--- src/rtl/eth_fcs_check_if.sv ---
// Byte-stream bus of the RX FCS checker: received bytes in, stripped payload and frame status out.
// master = upstream deframer side, slave = eth_fcs_check.
interface eth_fcs_check_if;
   logic        in_valid;
   logic [7:0]  in_data;
   logic        in_last;
   logic        out_valid;
   logic [7:0]  out_data;
   logic        out_last;
   logic        crc_ok;
   logic        crc_err;
   logic        len_err;
   logic [11:0] frame_len;
   logic [15:0] good_cnt;
   logic [15:0] bad_cnt;

   modport master (
      output in_valid, in_data, in_last,
      input  out_valid, out_data, out_last, crc_ok, crc_err, len_err,
             frame_len, good_cnt, bad_cnt
   );

   modport slave (
      input  in_valid, in_data, in_last,
      output out_valid, out_data, out_last, crc_ok, crc_err, len_err,
             frame_len, good_cnt, bad_cnt
   );
endinterface

--- src/rtl/eth_fcs_check.sv ---
// Ethernet RX FCS checker: strips the 4-byte FCS through a delay line and checks the CRC-32 residue.
// Optional good/bad frame counters are enabled with the ETH_FCS_STAT_EN macro.
module eth_fcs_check #(
   parameter int                 datalen     = 8,
   parameter int                 crc_len     = 32,
   parameter logic [crc_len-1:0] crc_poly    = 32'h04C11DB7,
   parameter logic [crc_len-1:0] crc_residue = 32'hC704DD7B
) (
   input logic          clk,
   input logic          rst,
   eth_fcs_check_if.slave bus
);

   typedef enum logic [1:0] {IDLE, FILL, STREAM} state_t;

   state_t               state_q, state_d;
   logic [2:0]           fill_q, fill_d;
   logic [datalen-1:0]   buf_q [4];
   logic [datalen-1:0]   buf_d [4];
   logic [crc_len-1:0]   crc_q, crc_d, crc_upd;
   logic [11:0]          tot_q, tot_d, tot_inc;
   logic                 ov_q, ov_d;
   logic [datalen-1:0]   od_q, od_d;
   logic                 ol_q, ol_d;
   logic                 ok_q, ok_d;
   logic                 err_q, err_d;
   logic                 lerr_q, lerr_d;
   logic [11:0]          flen_q, flen_d;

   // Wire-order bytes are LSB-first, so reflect before feeding the MSB-first engine.
   function automatic logic [crc_len-1:0] crc_step(input logic [crc_len-1:0] c,
                                                   input logic [datalen-1:0] b);
      logic [crc_len-1:0] r;
      logic [datalen-1:0] rb;
      for (int i = 0; i < datalen; i++) rb[i] = b[datalen-1-i];
      r = c ^ {rb, {(crc_len-datalen){1'b0}}};
      for (int i = 0; i < datalen; i++)
         r = r[crc_len-1] ? ((r << 1) ^ crc_poly) : (r << 1);
      return r;
   endfunction

   always_comb begin
      state_d = state_q;
      fill_d  = fill_q;
      buf_d   = buf_q;
      crc_d   = crc_q;
      tot_d   = tot_q;
      ov_d    = 1'b0;
      od_d    = od_q;
      ol_d    = 1'b0;
      ok_d    = 1'b0;
      err_d   = 1'b0;
      lerr_d  = 1'b0;
      flen_d  = flen_q;
      crc_upd = crc_step(crc_q, bus.in_data);
      tot_inc = (tot_q == 12'hFFF) ? tot_q : tot_q + 12'd1;

      if (bus.in_valid) begin
         crc_d = crc_upd;
         tot_d = tot_inc;
         if (state_q == STREAM) begin
            ov_d     = 1'b1;
            od_d     = buf_q[0];
            buf_d[0] = buf_q[1];
            buf_d[1] = buf_q[2];
            buf_d[2] = buf_q[3];
            buf_d[3] = bus.in_data;
         end else begin
            buf_d[fill_q[1:0]] = bus.in_data;
            fill_d  = fill_q + 3'd1;
            state_d = (fill_q == 3'd3) ? STREAM : FILL;
         end

         // Frame end: bytes left in the buffer are the FCS and are dropped.
         if (bus.in_last) begin
            state_d = IDLE;
            fill_d  = 3'd0;
            crc_d   = '1;
            tot_d   = 12'd0;
            if (state_q == STREAM) begin
               ol_d   = 1'b1;
               ok_d   = (crc_upd == crc_residue);
               err_d  = (crc_upd != crc_residue);
               flen_d = tot_inc - 12'd4;
            end else begin
               err_d  = 1'b1;
               lerr_d = 1'b1;
               flen_d = 12'd0;
            end
         end
      end
   end

   always_ff @(posedge clk or negedge rst) begin
      if (!rst) begin
         state_q <= IDLE;
         fill_q  <= 3'd0;
         for (int i = 0; i < 4; i++) buf_q[i] <= '0;
         crc_q   <= '1;
         tot_q   <= 12'd0;
         ov_q    <= 1'b0;
         od_q    <= '0;
         ol_q    <= 1'b0;
         ok_q    <= 1'b0;
         err_q   <= 1'b0;
         lerr_q  <= 1'b0;
         flen_q  <= 12'd0;
      end else begin
         state_q <= state_d;
         fill_q  <= fill_d;
         buf_q   <= buf_d;
         crc_q   <= crc_d;
         tot_q   <= tot_d;
         ov_q    <= ov_d;
         od_q    <= od_d;
         ol_q    <= ol_d;
         ok_q    <= ok_d;
         err_q   <= err_d;
         lerr_q  <= lerr_d;
         flen_q  <= flen_d;
      end
   end

   assign bus.out_valid = ov_q;
   assign bus.out_data  = od_q;
   assign bus.out_last  = ol_q;
   assign bus.crc_ok    = ok_q;
   assign bus.crc_err   = err_q;
   assign bus.len_err   = lerr_q;
   assign bus.frame_len = flen_q;

`ifdef ETH_FCS_STAT_EN
   logic [15:0] good_q, bad_q;

   always_ff @(posedge clk or negedge rst) begin
      if (!rst) begin
         good_q <= 16'd0;
         bad_q  <= 16'd0;
      end else begin
         if (ok_d && good_q != 16'hFFFF) good_q <= good_q + 16'd1;
         if (err_d && bad_q != 16'hFFFF) bad_q <= bad_q + 16'd1;
      end
   end

   assign bus.good_cnt = good_q;
   assign bus.bad_cnt  = bad_q;
`else
   assign bus.good_cnt = 16'd0;
   assign bus.bad_cnt  = 16'd0;
`endif

endmodule

--- src/flat_wrapper.sv ---
// flat-port wrapper written by rule: the top's interface ports become plain ports
module eth_fcs_check_flat 
#(
   parameter int                 datalen     = 8,
   parameter int                 crc_len     = 32,
   parameter logic [crc_len-1:0] crc_poly    = 32'h04C11DB7,
   parameter logic [crc_len-1:0] crc_residue = 32'hC704DD7B
)
  (clk, rst, bus_in_valid, bus_in_data, bus_in_last, bus_out_valid, bus_out_data, bus_out_last, bus_crc_ok, bus_crc_err, bus_len_err, bus_frame_len, bus_good_cnt, bus_bad_cnt);
  eth_fcs_check_if bus_i ();
  input logic clk;
  input logic rst;
  input wire logic [$bits(bus_i.in_valid)-1:0] bus_in_valid;
  input wire logic [$bits(bus_i.in_data)-1:0] bus_in_data;
  input wire logic [$bits(bus_i.in_last)-1:0] bus_in_last;
  output wire logic [$bits(bus_i.out_valid)-1:0] bus_out_valid;
  output wire logic [$bits(bus_i.out_data)-1:0] bus_out_data;
  output wire logic [$bits(bus_i.out_last)-1:0] bus_out_last;
  output wire logic [$bits(bus_i.crc_ok)-1:0] bus_crc_ok;
  output wire logic [$bits(bus_i.crc_err)-1:0] bus_crc_err;
  output wire logic [$bits(bus_i.len_err)-1:0] bus_len_err;
  output wire logic [$bits(bus_i.frame_len)-1:0] bus_frame_len;
  output wire logic [$bits(bus_i.good_cnt)-1:0] bus_good_cnt;
  output wire logic [$bits(bus_i.bad_cnt)-1:0] bus_bad_cnt;
  assign bus_i.in_valid = bus_in_valid;
  assign bus_i.in_data = bus_in_data;
  assign bus_i.in_last = bus_in_last;
  assign bus_out_valid = bus_i.out_valid;
  assign bus_out_data = bus_i.out_data;
  assign bus_out_last = bus_i.out_last;
  assign bus_crc_ok = bus_i.crc_ok;
  assign bus_crc_err = bus_i.crc_err;
  assign bus_len_err = bus_i.len_err;
  assign bus_frame_len = bus_i.frame_len;
  assign bus_good_cnt = bus_i.good_cnt;
  assign bus_bad_cnt = bus_i.bad_cnt;
  eth_fcs_check #(.datalen(datalen), .crc_len(crc_len), .crc_poly(crc_poly), .crc_residue(crc_residue)) u_core (.clk(clk), .rst(rst), .bus(bus_i));
endmodule
--- config.mk ---
export PLATFORM = sky130hd
export DESIGN_NAME = eth_fcs_check_flat
export DESIGN_NICKNAME = d
export VERILOG_FILES = /design/src/rtl/eth_fcs_check_if.sv /design/src/rtl/eth_fcs_check.sv /design/src/flat_wrapper.sv
export SDC_FILE = /design/constraint.sdc
export NUM_CORES = 1
export LEC_CHECK = 0
export CAP_MARGIN = 20
export CORE_UTILIZATION = 52
export CTS_BUF_LIST = sky130_fd_sc_hd__clkbuf_4 sky130_fd_sc_hd__clkbuf_8 sky130_fd_sc_hd__clkbuf_16
export CTS_CLUSTER_DIAMETER = 200
export CTS_CLUSTER_SIZE = 28
export DETAILED_ROUTE_END_ITERATION = 6
export PLACE_DENSITY = 0.77
export SYNTH_ARGS = -nofsm -noshare
export SYNTH_HDL_FRONTEND = slang
export SYNTH_SLANG_ARGS = --single-unit
export TNS_END_PERCENT = 1
--- constraint.sdc ---
create_clock -name clk -period 2.9 [get_ports clk]
set_input_delay 0.435 -clock clk [delete_from_list [all_inputs] [get_ports clk]]
set_output_delay 0.435 -clock clk [all_outputs]
set_load 0.005 [all_outputs]
# Yosys cells after proc, flatten, opt, wreduce, memory -nomap -nowiden

Index checks and enable logic that the tools add are counted.

Bitwise gates (word level): 10
Reductions and logical operators: 4
Equal/unequal tests: 6
Add/subtract/negate cells: 3
Order comparisons: 2
Multiplexer cells: 34

Operators by type and width:

| cell                                                                   | number |
|---|---|
| 27-bit 2-to-1 mux                                                      | 8 |
| 14-bit NOT                                                             | 8 |
| 32-bit 2-to-1 mux                                                      | 2 |
| 12-bit 2-to-1 mux                                                      | 3 |
| 32-bit bitwise mux                                                     | 1 |
| 32-bit equality test (second input constant)                           | 1 |
| 32-bit != test (second input constant)                                 | 1 |
| 32-bit bitwise XOR                                                     | 1 |
| 8-bit demux with 2-bit select                                          | 1 |
| 1-bit 2-to-1 mux                                                       | 13 |
| 12-bit by 1-bit adder with 12-bit output (second input constant)       | 1 |
| 12-bit equality test (second input constant)                           | 1 |
| 12-bit by 3-bit subtractor with 12-bit output (second input constant)  | 1 |
| 8-bit 2-to-1 mux                                                       | 1 |
| 2-bit 2-to-1 mux                                                       | 3 |
| 3-bit 2-to-1 mux                                                       | 2 |
| 2-bit AND reduction                                                    | 3 |
| 3-bit by 1-bit adder with 3-bit output (second input constant)         | 1 |
| 3-bit by 2-bit equality test with 1-bit output (second input constant) | 1 |
| 3-bit greater-or-equal comparator (second input constant)              | 1 |
| 3-bit by 1-bit < comparator with 1-bit output (second input constant)  | 1 |
| 2-bit NOT with 3-bit output                                            | 1 |
| 2-bit equality test (second input constant)                            | 1 |
| 2-bit != test (second input constant)                                  | 1 |
| 1-bit logical AND                                                      | 1 |

Output and inout port bits: 57
Flip-flop bits (word level): 106

# Depth between registers and ports, before layout

Gate-level depths: netlist of the first run.

Depth in word-level cells: 21
Gate-level depth with buffers: 11

# Worst setup path after synthesis of the first run

OpenSTA, ideal clock, no wires.

Kind: register -> register
From: reg u_core.tot_q[0]
To: reg u_core.flen_q[10] (netlist: u_core.bus.frame_len[10])
Required time: 2.769 ns
Library setup time: 0.131 ns
Period minus slack after synthesis: 2.756 ns
Data arrival time: 2.624 ns
Cell stages (with the launch flop): 12
Path slack: 0.144 ns
Path through: dfrtp_1 -> ha_1 -> nand3_1 -> or4_1 -> buf_2 -> and2_1 -> xnor2_1 -> ha_1 -> nand2_1 -> a2111oi_0 -> xor2_1 -> o21ai_0

Longest elaborated chain between the ends: 4
Elaborated cells on any way between the ends: 5

Ends and longest elaborated chain:

| item                                                                             | line                 | RTL |
|---|---|---|
| from (decl)                                                                      | eth_fcs_check.sv:21  | `logic [11:0] tot_q, tot_d, tot_inc;` |
| from (signal assigned)                                                           | eth_fcs_check.sv:113 | `tot_q <= tot_d;` |
| 12-bit by 1-bit adder with 12-bit output or 12-bit equality test (tied branches) | eth_fcs_check.sv:56  | `tot_inc = (tot_q == 12'hFFF) ? tot_q : tot_q + 12'd1;` |
| 12-bit 2-to-1 mux *                                                              | eth_fcs_check.sv:56  |  |
| 12-bit by 3-bit subtractor with 12-bit output *                                  | eth_fcs_check.sv:84  | `flen_d = tot_inc - 12'd4;` |
| 12-bit 2-to-1 mux *                                                              | eth_fcs_check.sv:80  | `if (state_q == STREAM) begin` |
| to (signal assigned)                                                             | eth_fcs_check.sv:120 | `flen_q <= flen_d;` |
| to (decl)                                                                        | eth_fcs_check.sv:28  | `logic [11:0] flen_q, flen_d;` |

Mark *: on every way between the ends. The rest lies on a longest branch, timed or not.
A chain may end at the register's enable or synchronous reset.

# Worst setup path in the final report of the first run

Ends and elaborated chain as after synthesis.

==> results of run 1 <==
-- layer usage --
metal  part of all wire  global-route usage  wire length [um]
met2               0.50               0.388              6870
met1               0.44               0.301              6030
met3              0.030              0.0316               415
met4              0.024              0.0973               328
met5                  0                   0                 0
-- registers in the layout (all words and copies together), names as in the netlist --
name and flops:
u_core.buf_q 32, u_core.bus.crc_err 1, u_core.bus.crc_ok 1, u_core.bus.frame_len 12
u_core.bus.len_err 1, u_core.bus.out_data 8, u_core.bus.out_last 1, u_core.bus.out_valid 1
u_core.crc_q 32, u_core.fill_q 3, u_core.state_q 2, u_core.tot_q 12
-- repair_timing --
item / 4_1_cts / 5_1_grt
endpoints found under the hold margin: 0 / 0
setup endpoints to repair: 0 / 1
resized for setup: 0 / 4
-- where the power goes --
group | leakage (nW) | internal, mW | switching (mW)
sequential | 1.31 | 2.02 | 0.322
clock | 0.156 | 0.703 | 0.598
combinational | 1.69 | 2.10 | 1.89
total | 3.15 | 4.82 | 2.81
-- path summary, 6_finish.rpt --
kind / endpoint / depth (start not counted) / startpoint / slack, ns
max in group asynchronous: u_core.bus.frame_len[7]$_DFFE_PN0P_ / 2 / rst / 2.08
min in group clk: u_core.fill_q[2]$_DFFE_PN0P_ / 2 / u_core.fill_q[2]$_DFFE_PN0P_ / 0.48
worst min register to register: u_core.fill_q[2]$_DFFE_PN0P_ / 2 / u_core.fill_q[2]$_DFFE_PN0P_ / 0.48
worst max register to register: u_core.bus.frame_len[10]$_DFFE_PN0P_ / 10 / u_core.tot_q[0]$_DFFE_PN0P_ / 0.21
worst min-delay path: u_core.tot_q[1]$_DFFE_PN0P_ / 1 / rst / 0.11
worst max-delay path: u_core.bus.frame_len[10]$_DFFE_PN0P_ / 10 / u_core.tot_q[0]$_DFFE_PN0P_ / 0.21
-- stage by stage --
step            util  power, mW  instances  hold slack (ns)
6_report       0.629       7.63        804            0.114
4_1_cts        0.628       7.66        804            0.134
2_1_floorplan      -       5.08        619            0.139
5_1_grt        0.629       8.09        804            0.166
3_3_place_gp   0.601       6.24        788            0.460
3_5_place_dp   0.601       6.33        788            0.467
-- cell usage in the layout (no fill, tap or decap), types with 4 or more instances in the layout --
cell type        synthesis  final
a22o_1                  53     53
o22ai_1                 12     12
dfstp_2                 32     32
nand2b_1                 8      8
a21oi_1                 29     29
clkbuf_16                0      9
ha_1                     8      7
xnor2_4                  5      5
o22a_1                  12     12
clkdlybuf4s50_1          1     34
nor4_1                   4      4
buf_4                   32     53
inv_1                   13     13
nor2_1                  35     35
nand2_1                 30     30
xnor2_2                  5      5
nand4_1                  4      4
mux2i_1                 11     11
and3_1                   6      6
mux2_2                  17     17
nand3_1                  8      8
and2_1                  12     12
o21ai_0                 21     21
xnor2_1                 40     40
o21ai_1                  4      4
xor2_1                  27     27
nor3_1                   8      8
dfrtp_1                 74     74
conb_1                   1     32
-- cell type report --
cell class	count	area (um^2)
tap	143	179
clock buffer	10	233
timing repair buffer	91	803
sequential	106	2690
multi-input combinational	434	3240
inverter	14	52.6
clock inverter	6	81.3
fill	920	4290
-- logic make-up after synthesis --
logic type      Yosys count
compound gates          149
xor+xnor                 83
fa+ha+maj                 8
buf+inv                  79
flops                   106
mux                      28
other cells               1
simple gates            134
==> results.yml, run 1 <==
outcome:
  status: "complete, but fails checks"
  failed_checks: "DRC"
synthesis:
  synth_top_area_frac: 0.297
  synth_cells: 588
  synth_most_common_cell: "dfrtp_1"
  yosys_warnings: 0
  synth_xor_area_frac: 0.151
  synth_compound_area_frac: 0.172
  synthTopCellsByCount: "74 x dfrtp_1, 53 x a22o_1, 40 x xnor2_1"
  synth-seq-cells: 106
  async_flop_share: 1.00
  ys.flop_type: "dfrtp_1"
  synth_top_family_by_area: "compound AO/OA/AOI/OAI gates"
  syn_area_mm2: 0.00624
  yosysUniqueCellTypes: 62
  postSynthAreaPerCell_um2: 10.6
  synth_adder_area_share: 0.0160
  synth-edff-count: 0
  synth-simple-area-share: 0.109
  yosys-top-cells-area: "dfrtp_1 30%, dfstp_2 13%, a22o_1 7.4%"
  synthMuxAreaShare: 0.0483
  yosysSeqAreaShare: 0.432
  synth_top_area_cell: "dfrtp_1"
clock_network:
  cts-htree-levels: 3
  cts_buffers: 9
  post-cts-setup-buffer-count: 0
  clk_latency_ns: 0.36
  cts_sinks: 106
  cts_tree: "yes"
  cts_root_buf: "clkbuf_16"
  clock_path_buffers: 2
  postCtsHoldBufs: 0
  path_clk_slew_ns: 0.07
timing:
  fin_ws_ns: 0.211
  fmax_mhz: 372
  finalHoldViolations: 0
  period_share: 0.927
  setup_viol: 0
  fin_skew_ns: 0.00546
  maxSlewHeadroom: 0.494
  worstMarginPinSlew_ns: 0.755
  rsz0062_at_grt: "false"
  setup_tns_ns: 0
  drv_slew: 0
  post-route-min-period_ns: 2.69
setup_path:
  crit_arrival_ns: 2.92
  slowest_delay_ns: 0.57
  slowest_stage: "or4_4"
  path_max_fanout: 5
  end_kind: "flip-flop"
  critPathTopFamily: "simple AND/OR/NAND/NOR gates"
  critical_path_class: "flip-flop to flip-flop"
  critPathBufInv: 0
  worstPathRequired_ns: 3.13
  startpoint_type: "flip-flop"
  cp_cell_sequence: "ha_1, nand3_1, or4_4, and2_1, xnor2_1, ha_2, nand2_1, a2111oi_2, xor2_1, o21ai_0"
grt:
  grt_pass1_wl_um: 22800
  grt_pass1_vias: 4574
  grt_max_degree: 50
  antenna_found_initial: 0
  overflow: 0
  grt_usage: 0.231
finish:
  n_antenna_cell: 0
  area_delta_synth_final_pct: 16.6
  final_area_mm2: 0.00728
  final_layout_size_suffix_gt1_frac: 0.225
  nets: 676
drt:
  drt_iter0_markers: 294
  wire_per_inst_um: 17.0
  wl_um: 13600
  vias: 4553
  drc: 5
  drt_first_pass_iters: 7
  via_per_inst: 5.66
  antenna_left: 0
run:
  maxCapViolCount: 0
floorplan:
  pin_count: 69
  dieArea_mm2: 0.0124
  floorplan.initialDensity: 0.540
  core_mm2: 0.0116
  fp-row-count: 39
  fp.dieH_um: 112
  die_w_um: 112
place:
  place_congestion: 0.955
  placed_area_mm2: 0.00695
  dpl.hpwl_um: 9930
  portBuffers: 36
  place_ws_ns: -0.0469
min_path:
  hp-class: "primary input to asynchronous set/reset pin"
pwr:
  powerDensity_mw_per_mm2: 1050
  max-vdd-ir-drop_uv: 939
  leakage_nw: 3.15
No activity file was read; power rests on OpenSTA's default activity.
==> inputs of run 2 (changes only) <==
Settings changed: CORE_MARGIN from default to 2, CORE_UTILIZATION 52 to 53, CTS_BUF_LIST sky130_fd_sc_hd__clkbuf_4 sky130_fd_sc_hd__clkbuf_8 sky130_fd_sc_hd__clkbuf_16 to sky130_fd_sc_hd__clkbuf_2 sky130_fd_sc_hd__clkbuf_4 sky130_fd_sc_hd__clkbuf_8, PLACE_DENSITY 0.77 to 0.79, SLEW_MARGIN from default to 20.
==> results.yml, run 2 (same netlist as run 1, synthesis figures left out) <==
setup_path:
  critPathTopFamily: "simple AND/OR/NAND/NOR gates"
  critical_path_class: "flip-flop to flip-flop"
  path_max_fanout: 5
  crit_top_cell: "ha_1"
  cp_cell_sequence: "ha_1, nand3_1, or4_4, and2_1, xnor2_1, ha_1, nand2_1, a2111oi_4, xor2_1, o21ai_0"
  end_kind: "flip-flop"
  slowest_delay_ns: 0.57
  critPathBufInv: 0
  worstPathRequired_ns: 3.17
  crit_arrival_ns: 2.98
  slowest_stage: "or4_4"
  startpoint_type: "flip-flop"
timing:
  fin_ws_ns: 0.192
  period_share: 0.934
  worstMarginPinSlew_ns: 0.733
  rsz0062_at_grt: "false"
  maxSlewHeadroom: 0.508
  fin_skew_ns: 0.0149
  finalHoldViolations: 0
  setup_viol: 0
  drv_slew: 0
  post-route-min-period_ns: 2.71
  timing.hold.ws_ns: 0.0269
  fmax_mhz: 369
run:
  maxCapViolCount: 0
drt:
  drt_first_pass_iters: 5
  via_per_inst: 5.61
  vias: 4525
  wire_per_inst_um: 17.1
  drc: 0
  wl_um: 13800
  drt_iter0_markers: 237
  antenna_left: 0
place:
  dpl.hpwl_um: 10300
  place_ws_ns: -0.102
  place_congestion: 0.900
  portBuffers: 36
grt:
  grt_pass1_wl_um: 22800
  grt_max_degree: 45
  grt_usage: 0.226
  grt_pass1_vias: 4535
  antenna_found_initial: 0
  overflow: 0
clock_network:
  postCtsHoldBufs: 0
  cts_tree: "yes"
  cts_sinks: 106
  clk_latency_ns: 0.40
  cts_buffers: 9
  clock_path_buffers: 2
  cts-htree-levels: 3
  cts_root_buf: "clkbuf_8"
  path_clk_slew_ns: 0.11
floorplan:
  fp.dieH_um: 113
  floorplan.initialDensity: 0.544
  pin_count: 69
  fp-row-count: 39
  die_w_um: 113
  dieArea_mm2: 0.0127
  core_mm2: 0.0115
finish:
  fill_cells: 913
  n_antenna_cell: 0
  final_layout_size_suffix_gt1_frac: 0.227
  final_cell_mix: "74 x dfrtp_1, 58 x buf_4, 53 x a22o_1"
  reg_top3: "u_core.buf_q x32, u_core.crc_q x32"
  nets: 679
  area_delta_synth_final_pct: 14.8
  final_common_cell: "dfrtp_1"
pwr:
  max-vdd-ir-drop_uv: 675
  power_mw: 7.24
  leakage_nw: 3.10
  powerDensity_mw_per_mm2: 1010
outcome:
  status: "finished clean"
min_path:
  hp-class: "primary input to asynchronous set/reset pin"
-- run 2: cell count changes in the layout (fill, tap and decap cells not counted), moves of 2 or more --
cell,delta
clkbuf_16,-9
buf_4,+5
buf_12,-2
clkbuf_8,+9
-- run 2: cell type report --
cell class	instances	area (um^2)	area share
multi-input combinational	434	3250	0.453
inverter	14	52.6	0.00734
tap	143	179	0.0250
sequential	106	2690	0.376
clock buffer	9	124	0.0173
clock inverter	7	68.8	0.00961
timing repair buffer	94	801	0.112
-- run 2: worst paths after layout --
path,startpoint,to,slack [ns],depth (start not counted)
worst min register to register,u_core.bus.frame_len[10]$_DFFE_PN0P_,u_core.bus.frame_len[10]$_DFFE_PN0P_,0.49,2
worst max register to register,u_core.tot_q[0]$_DFFE_PN0P_,u_core.bus.frame_len[10]$_DFFE_PN0P_,0.19,10
worst max-delay path,u_core.tot_q[0]$_DFFE_PN0P_,u_core.bus.frame_len[10]$_DFFE_PN0P_,0.19,10
max in group asynchronous,rst,u_core.crc_q[11]$_DFFE_PN1P_,2.10,2
worst min-delay path,rst,u_core.bus.frame_len[0]$_DFFE_PN0P_,0.03,1
min in group clk,u_core.bus.frame_len[10]$_DFFE_PN0P_,u_core.bus.frame_len[10]$_DFFE_PN0P_,0.49,2
-- run 2: what timing repair did --
item | 4_1_cts | 5_1_grt
endpoints found under the hold margin | 0 | 0
endpoints found under the setup margin | 1 | 1
gates resized for setup | 1 | 3
cloned | 0 | 0
buffers inserted | 0 | 0
-- run 2: per-stage QoR --
| stage | instances | TNS (ns) | cell area, um^2 | util |
|---|---|---|---|---|
| floorplan | 619 | 0 | 6360 | - |
| global placement | 791 | -0.108 | 6950 | 0.606 |
| detailed placement | 791 | -0.256 | 6950 | 0.606 |
| CTS | 807 | 0 | 7140 | 0.623 |
| global route | 807 | 0 | 7160 | 0.625 |
| finish | 807 | 0 | 7160 | 0.625 |
-- run 2: routing by layer --
| layer | vias to the layer above | share of wire | track usage |
|---|---|---|---|
| li1 | 2165 | - | - |
| met1 | 2239 | 0.43 | 0.289 |
| met2 | 96 | 0.51 | 0.392 |
| met3 | 25 | 0.042 | 0.0335 |
| met4 | 0 | 0.021 | 0.0805 |
| met5 | - | 0 | 0 |
-- run 2: power breakdown --
group | leakage, nW | internal, mW | total, mW | switching, mW
clock | 0.0968 | 0.336 | 0.919 | 0.583
sequential | 1.31 | 2.02 | 2.34 | 0.324
combinational | 1.70 | 2.10 | 3.98 | 1.88
total | 3.10 | 4.46 | 7.24 | 2.78
==> inputs of run 3 (changes only) <==
Settings changed: SKIP_CTS_REPAIR_TIMING from default to 1.
==> results of run 3 <==
No change in the layout: final DEF, timing and power equal those of run 2.
